[src/rtl/mispredict_recovery.sv]
// Branch mispredict recovery sequencer: flush pulse, youngest-first ROB walk, tail rewind, fetch redirect.
// Optional RECOVERY_STATS_EN adds mispredict and walk-cycle counters; otherwise those outputs are tied to 0.
module mispredict_recovery #(
    parameter int  ROB_DEPTH = 16,
    parameter int  XLEN      = 32,
    localparam int ROB_W     = $clog2(ROB_DEPTH)
) (
    input  logic             clk,
    input  logic             rst_n,
    input  logic             mispredict_i,
    input  logic [XLEN-1:0]  target_pc_i,
    input  logic [ROB_W-1:0] recover_tag_i,
    input  logic [ROB_W-1:0] rob_head_i,
    input  logic [ROB_W-1:0] rob_tail_i,
    output logic             flush_o,
    output logic             busy_o,
    output logic             walk_valid_o,
    output logic [ROB_W-1:0] walk_tag_o,
    output logic             rob_tail_we_o,
    output logic [ROB_W-1:0] rob_tail_o,
    output logic             redirect_valid_o,
    output logic [XLEN-1:0]  redirect_pc_o,
    input  logic             redirect_ready_i,
    output logic [31:0]      mp_count_o,
    output logic [31:0]      walk_cycles_o
);

    typedef enum logic [1:0] {
        S_IDLE,
        S_FLUSH,
        S_WALK,
        S_REDIRECT
    } state_t;

    state_t            state_reg;
    logic [ROB_W-1:0]  tag_reg;
    logic [ROB_W-1:0]  tail_reg;
    logic [XLEN-1:0]   target_reg;

    logic [ROB_W-1:0]  age_new;
    logic [ROB_W-1:0]  age_cap;
    logic              take_new;
    logic [ROB_W-1:0]  eff_tag;
    logic [XLEN-1:0]   eff_target;
    logic [ROB_W-1:0]  walk_count;

    // A mispredict arriving during FLUSH came from a branch issued before the
    // flush; it wins only if it is strictly older (closer to head).
    assign age_new    = recover_tag_i - rob_head_i;
    assign age_cap    = tag_reg - rob_head_i;
    assign take_new   = (state_reg == S_FLUSH) && mispredict_i && (age_new < age_cap);
    assign eff_tag    = take_new ? recover_tag_i : tag_reg;
    assign eff_target = take_new ? target_pc_i : target_reg;
    assign walk_count = tail_reg - eff_tag - ROB_W'(1);

    always_ff @(posedge clk) begin
        if (!rst_n) begin
            state_reg        <= S_IDLE;
            tag_reg          <= '0;
            tail_reg         <= '0;
            target_reg       <= '0;
            flush_o          <= 1'b0;
            busy_o           <= 1'b0;
            walk_valid_o     <= 1'b0;
            walk_tag_o       <= '0;
            rob_tail_we_o    <= 1'b0;
            rob_tail_o       <= '0;
            redirect_valid_o <= 1'b0;
            redirect_pc_o    <= '0;
        end else begin
            flush_o       <= 1'b0;
            rob_tail_we_o <= 1'b0;
            rob_tail_o    <= '0;
            case (state_reg)
                S_IDLE: begin
                    if (mispredict_i) begin
                        tag_reg    <= recover_tag_i;
                        target_reg <= target_pc_i;
                        tail_reg   <= rob_tail_i;
                        flush_o    <= 1'b1;
                        busy_o     <= 1'b1;
                        state_reg  <= S_FLUSH;
                    end
                end
                S_FLUSH: begin
                    tag_reg    <= eff_tag;
                    target_reg <= eff_target;
                    if (walk_count == '0) begin
                        state_reg        <= S_REDIRECT;
                        rob_tail_we_o    <= 1'b1;
                        rob_tail_o       <= eff_tag + ROB_W'(1);
                        redirect_valid_o <= 1'b1;
                        redirect_pc_o    <= eff_target;
                    end else begin
                        state_reg    <= S_WALK;
                        walk_valid_o <= 1'b1;
                        walk_tag_o   <= tail_reg - ROB_W'(1);
                    end
                end
                S_WALK: begin
                    // Walk ends once the entry just above the branch has been rolled back.
                    if (walk_tag_o == tag_reg + ROB_W'(1)) begin
                        state_reg        <= S_REDIRECT;
                        walk_valid_o     <= 1'b0;
                        walk_tag_o       <= '0;
                        rob_tail_we_o    <= 1'b1;
                        rob_tail_o       <= tag_reg + ROB_W'(1);
                        redirect_valid_o <= 1'b1;
                        redirect_pc_o    <= target_reg;
                    end else begin
                        walk_tag_o <= walk_tag_o - ROB_W'(1);
                    end
                end
                S_REDIRECT: begin
                    if (redirect_ready_i) begin
                        state_reg        <= S_IDLE;
                        redirect_valid_o <= 1'b0;
                        redirect_pc_o    <= '0;
                        busy_o           <= 1'b0;
                    end
                end
                default: state_reg <= S_IDLE;
            endcase
        end
    end

`ifdef RECOVERY_STATS_EN
    logic [31:0] mp_count_reg;
    logic [31:0] walk_cycles_reg;

    always_ff @(posedge clk) begin
        if (!rst_n) begin
            mp_count_reg    <= '0;
            walk_cycles_reg <= '0;
        end else begin
            if (state_reg == S_IDLE && mispredict_i) begin
                mp_count_reg <= mp_count_reg + 32'd1;
            end
            if (state_reg == S_WALK) begin
                walk_cycles_reg <= walk_cycles_reg + 32'd1;
            end
        end
    end

    assign mp_count_o    = mp_count_reg;
    assign walk_cycles_o = walk_cycles_reg;
`else
    assign mp_count_o    = 32'd0;
    assign walk_cycles_o = 32'd0;
`endif

endmodule

[config.mk]
export PLATFORM = sky130hd
export DESIGN_NAME = mispredict_recovery
export DESIGN_NICKNAME = d
export VERILOG_FILES = /design/src/rtl/mispredict_recovery.sv
export SDC_FILE = /design/constraint.sdc
export NUM_CORES = 1
export LEC_CHECK = 0
export ABC_AREA = 0
export CAP_MARGIN = 0
export CORE_MARGIN = 4
export CORE_UTILIZATION = 51
export DETAILED_ROUTE_END_ITERATION = 12
export GPL_TIMING_DRIVEN = 1
export PLACE_DENSITY = 0.95
export SYNTH_ARGS = -nofsm -noshare
export SYNTH_HDL_FRONTEND = slang
export SYNTH_SLANG_ARGS = --single-unit
[constraint.sdc]
create_clock -name clk -period 7.1 [get_ports clk]
set_clock_uncertainty 0.05 [all_clocks]
set_input_delay 1.42 -clock clk [delete_from_list [all_inputs] [get_ports clk]]
set_output_delay 1.42 -clock clk [all_outputs]
set_load 0.01 [all_outputs]
### After elaboration in Yosys (flattened, before gate mapping)

Index checks and enable logic that the tools add are counted.
Widths: inputs -> output; s select.

* add/subtract/negate cells: 8
* multiply operators: 0
* div/mod/pow operators: 0
* magnitude comparators: 1
* eq/ne operators: 9
* shift operators: 0
* muxes and demuxes: 34
* bitwise operators: 0
* reductions and logical operators: 16

Operators by type and width (number)
* $mux 32: 5
* $pmux 32 s3: 1
* $pmux 32 s2: 1
* $mux 4: 6
* $pmux 4 s2: 3
* $sub 4x1->4 const B: 3
* $sub 4x4->4: 3
* $mux 1: 10
* $reduce_and 3->1: 3
* $add 4x1->4 const B: 2
* $ne 2x2->1 const B: 4
* $pmux 2 s4: 1
* $reduce_and 2->1: 4
* $mux 2: 3
* $pmux 1 s2: 3
* $reduce_bool 2->1: 3
* $eq 2x2->1 const B: 2
* $eq 4x4->1: 1
* $logic_not 4->1: 1
* $lt 4x4->1: 1
* $reduce_and 4->1: 1
* $pmux 1 s3: 1
* $reduce_bool 3->1: 1
* $eq 2x1->1 const B: 1
* other kinds (3): 4

* flip-flop bits (word level): 87
* latch bits: 0
* memory bits (writable): 0
* ROM bits: 0
* input bits: 48
* output and inout bits: 109
* logic and storage cells: 80
* memories kept: 0

### Depth between registers and ports, before layout

* depth after elaboration: 9
* gate-level depth with buffers: 20
* gate-level depth less buffers: 19

### Worst setup path before layout

No wires, ideal clock.

* kind: input to register
* from: input port recover_tag_i[0]
* to: register redirect_pc_o[0]
* setup time: 119 ps
* arrival time: 5072 ps
* required time: 6931 ps
* setup slack: 1860 ps
* stages on the path: 18
* buffers on the path: 1
* cell sequence: inv_1 ha_1 fa_1 inv_1 ha_1 or3b_1 o2111ai_1 a21oi_1 a21oi_1 ha_1 nor2b_1 o21ai_0 a311oi_1 maj3_4 xor2_4 a31oi_4 buf_6 o221a_1

* longest elaborated chain between the ends: 9
* elaborated cells between the ends (all ways): 12

RTL lines
* start, declared: line 12 `input logic [ROB_W-1:0] recover_tag_i,`
* $sub 4x4->4: line 49 `assign age_new = recover_tag_i - rob_head_i;`
* $lt 4x4->1: line 51 `assign take_new = (state_reg == S_FLUSH) && mispredict_i && (age_new < age_cap);`
* $logic_and 1x1->1: line 51
* $mux 4: line 52 `assign eff_tag = take_new ? recover_tag_i : tag_reg;`
* $sub 4x4->4: line 54 `assign walk_count = tail_reg - eff_tag - ROB_W'(1);`
* $sub 4x1->4: line 54
* $logic_not 4->1: line 88 `if (walk_count == '0) begin`
* $ne 2x1->1 (no source line)
* $reduce_and 4->1 (no source line)
* end signal, assigned: line 93 `redirect_pc_o <= eff_target;`
* end signal, assigned: line 109 `redirect_pc_o <= target_reg;`
* end, declared: line 22 `output logic [XLEN-1:0] redirect_pc_o,`

Several ways; a longest one is shown, not always the timed one. The select of a mux whose other input is x is not followed.
A chain may end at the register's enable or synchronous reset.

### Worst setup path in the final report

* from: input port rob_head_i[1]
* to: register redirect_pc_o[12]

* longest elaborated chain between the ends: 9
* elaborated cells between the ends (all ways): 13

RTL lines
* start, declared: line 13 `input logic [ROB_W-1:0] rob_head_i,`
* $sub 4x4->4 (on tied branches): line 49, 50
* $lt 4x4->1 (*): line 51
* $logic_and 1x1->1 (*): line 51
* $mux 4: line 52
* $sub 4x4->4: line 54
* $sub 4x1->4: line 54
* $logic_not 4->1: line 88
* $ne 2x1->1 (no source line)
* $reduce_and 4->1 (no source line)

Every way passes the cells marked *; elsewhere a longest branch is shown, timed or not. The select of a mux whose other input is x is not followed.

==> flow_summary.toml <==
[run_status]
status = "finished clean"

[worst_hold_path]
hp-class = "flop to flop"
min-delay-start = "target_reg[30]$_SDFFE_PN0P_"
min_path_cells = 2
whs_endpoint = "target_reg[30]$_SDFFE_PN0P_"

[global_routing]
grt-ovfl-total = 0
grt_pass1_wl_mm = 19.6
antenna_found_initial = 0
grt_usage_pct = 21.4
grt_pass1_vias = 4067
grt_max_degree = 46

[sta]
tns_ns = 0
fin_crit_sh_pct = 84.1
grt_setup_unrepaired = "no"
worst-slew-pin-transition_ns = 0.823
setup_ws_ns = 1.13
setup_violations = 0
hold-worst-slack_ns = 0.408
drv_slew = 0
max_freq_mhz = 167
finalHoldViolCount = 0
slew_headroom_pct = 45.0
min_period_ns = 5.97

[routing]
drc = 0
wire_per_inst_um = 16.0
avgViaCountPerCell = 5.54
num_vias = 4341
ant_nets = 0
drt_iter0_drc = 373
postRouteWirelength_mm = 12.5
firstDrtPassIters = 6

[die]
die_area_um2 = 11300
rows = 35
die_y_um = 106
core_um2 = 9330
die_w_um = 106
start_util_pct = 52.9
io_pins = 157

[clock_network]
cts-hold-fix-buffers = 0
tritoncts = "yes"
htreeDepth = 3
cts_max_path_buffers = 2
clk_latency_ns = 0.37
root_buffer = "clkbuf_8"
cts.sinks = 87
cts_buffers = 9
postCtsSetupBuffers = 0
clk_pin_slew_ns = 0.08
ctsResizeCount = 0

[layout]
fin_cells = 784
final_net_count = 719
final_area_um2 = 5880
final_cell_mix = "124 x nand2_1, 92 x clkdlybuf4s50_1, 87 x dfxtp_1"
fillers = 753
final_common_cell = "nand2_1"
multi_input_comb_area_um2 = 2710
area_growth_pct = 19.3
drive_above_1_share_pct = 5.65
regArea_um2 = 1740
antenna-diode-count = 0

[logic_synthesis]
ys_seq_area_share_pct = 35.3
synth-seq-cells = 87
synth-edff-count = 0
async_flop_share_pct = 0
syn_inst = 578
ys_types = 53
yosys_warnings = 0
postSynthAreaPerCell_um2 = 8.53
syn_area_um2 = 4930
synth_flop_cell = "dfxtp_1"

[job]
cap_violations = 0

[placement]
port_buffers = 92
dp_hpwl_mm = 8.95
place_area_um2 = 5670
numPlacedInstances = 768
place_ws_ns = 0.838
place_congestion = 0.946

[critical_path]
r2r-start = "tag_reg[0]$_SDFFE_PN0P_"
worst-path-max-fanout = 33
cp_top_family = "compound AO/OA/AOI/OAI gates"
r2r_end = "redirect_pc_o[12]$_SDFFE_PN0P_"
crit_top_cell = "ha_1"
worstPathCellList = "clkdlybuf4s50_1 -> inv_1 -> ha_1 -> a21o_1 -> a21oi_1 -> xnor2_1 -> ha_1 -> nand2_1 -> nand3_1 -> nor2_8 -> a21oi_1 -> ha_1 -> nor2b_1 -> o21ai_0 -> a311oi_1 -> maj3_4 -> xor2_4 -> a31oi_4 -> buf_4 -> o221a_1"
path_class = "primary input to flop"
crit_arrival_ns = 6.18
cp-end-kind = "flop"
critPathSlowestCell = "clkdlybuf4s50_1"
reg2regPathDepth = 19
critPathRequiredTime_ns = 7.30
rrSetupSlack_ns = 2.28
cpPeakStageDelay_ns = 0.51
critical_path_buf_inv_count = 3
cp-start-kind = "primary input"

[pwr]
leakage_uw = 0.00233
vdd.ir_drop.worst_mv = 0.156
power_density_nw_per_um2 = 395
[per-layer routing]
layer	up-vias	share of wire [%]	track usage, %
li1	2033	-	-
met1	2015	39	25.5
met2	252	49	37.0
met3	41	9.2	4.86
met4	0	2.6	8.88
met5	-	0	0
[area by class of cell]
class / count / share of cell area [%]
clock inverters: 6 / 1.28
multi-input cells: 431 / 46.1
inverters: 22 / 1.40
repair buffers: 99 / 16.5
clock buffers: 10 / 2.34
flip-flops and latches: 87 / 29.6
well taps: 129 / 2.74
[metrics by stage]
stage          utilization (%)  total power [uW]
2_1_floorplan                -              1610
3_3_place_gp              60.8              1890
3_5_place_dp              60.8              1940
4_1_cts                   63.1              2310
5_1_grt                   63.1              2480
6_report                  63.1              2330
[synth_stat cells, drive strengths merged, types with 9 or more instances]
cell type | number | share of area [%]
xnor2 | 17 | 3.6
ha | 19 | 4.8
nor2 | 13 | 1.5
inv | 22 | 1.7
nand2 | 124 | 9.4
dfxtp | 87 | 35
o221a | 33 | 7.5
buf | 70 | 11
o21ai | 9 | 0.91
a22oi | 32 | 4.9
clkbuf | 31 | 2.4
a21oi | 51 | 5.2
[power breakdown]
part / internal [uW] / switching, uW / total, uW
clock network: 177 / 191 / 368
logic: 508 / 696 / 1200
registers: 637 / 116 / 753
[how the worst max path moves through the flow]
stage | cells after the start | start | slack, ns | to
floorplan | 18 | recover_tag_i[0] | 1.86 | redirect_pc_o[0]$_SDFFE_PN0P_
global placement | 19 | recover_tag_i[0] | 1.02 | redirect_pc_o[20]$_SDFFE_PN0P_
detailed placement | 20 | rob_head_i[1] | 0.84 | redirect_pc_o[10]$_SDFFE_PN0P_
CTS | 19 | recover_tag_i[0] | 1.22 | redirect_pc_o[12]$_SDFFE_PN0P_
global route | 20 | rob_head_i[1] | 0.85 | redirect_pc_o[29]$_SDFFE_PN0P_
finish | 20 | rob_head_i[1] | 1.13 | redirect_pc_o[12]$_SDFFE_PN0P_
[worst reg2reg max path, cell delays in order (launching register included)]
cell	delay (ns)
dfxtp_1	0.37
inv_1	0.13
ha_1	0.15
inv_1	0.06
fa_1	0.48
inv_1	0.05
ha_1	0.20
or3b_1	0.40
o2111ai_1	0.21
a21oi_1	0.11
a21oi_1	0.28
ha_1	0.32
nor2b_1	0.17
o21ai_0	0.10
a311oi_1	0.37
maj3_4	0.32
xor2_4	0.28
a31oi_4	0.12
buf_4	0.27
o221a_1	0.27
[cell families (layout without fill, tap and decap cells)]
family,after synthesis,count (layout),share of synthesized area (%)
multiplexers,6,6,1.22
buffers and inverters,123,137,14.8
adder cells (fa/ha/maj),22,22,5.91
flip-flops,87,87,35.3
other,1,64,0.0760
AO/OA/AOI/OAI,150,150,23.1
AND/OR/NAND/NOR,168,168,14.7
XOR/XNOR,21,21,4.92
No activity file was read; power rests on OpenSTA's default activity.
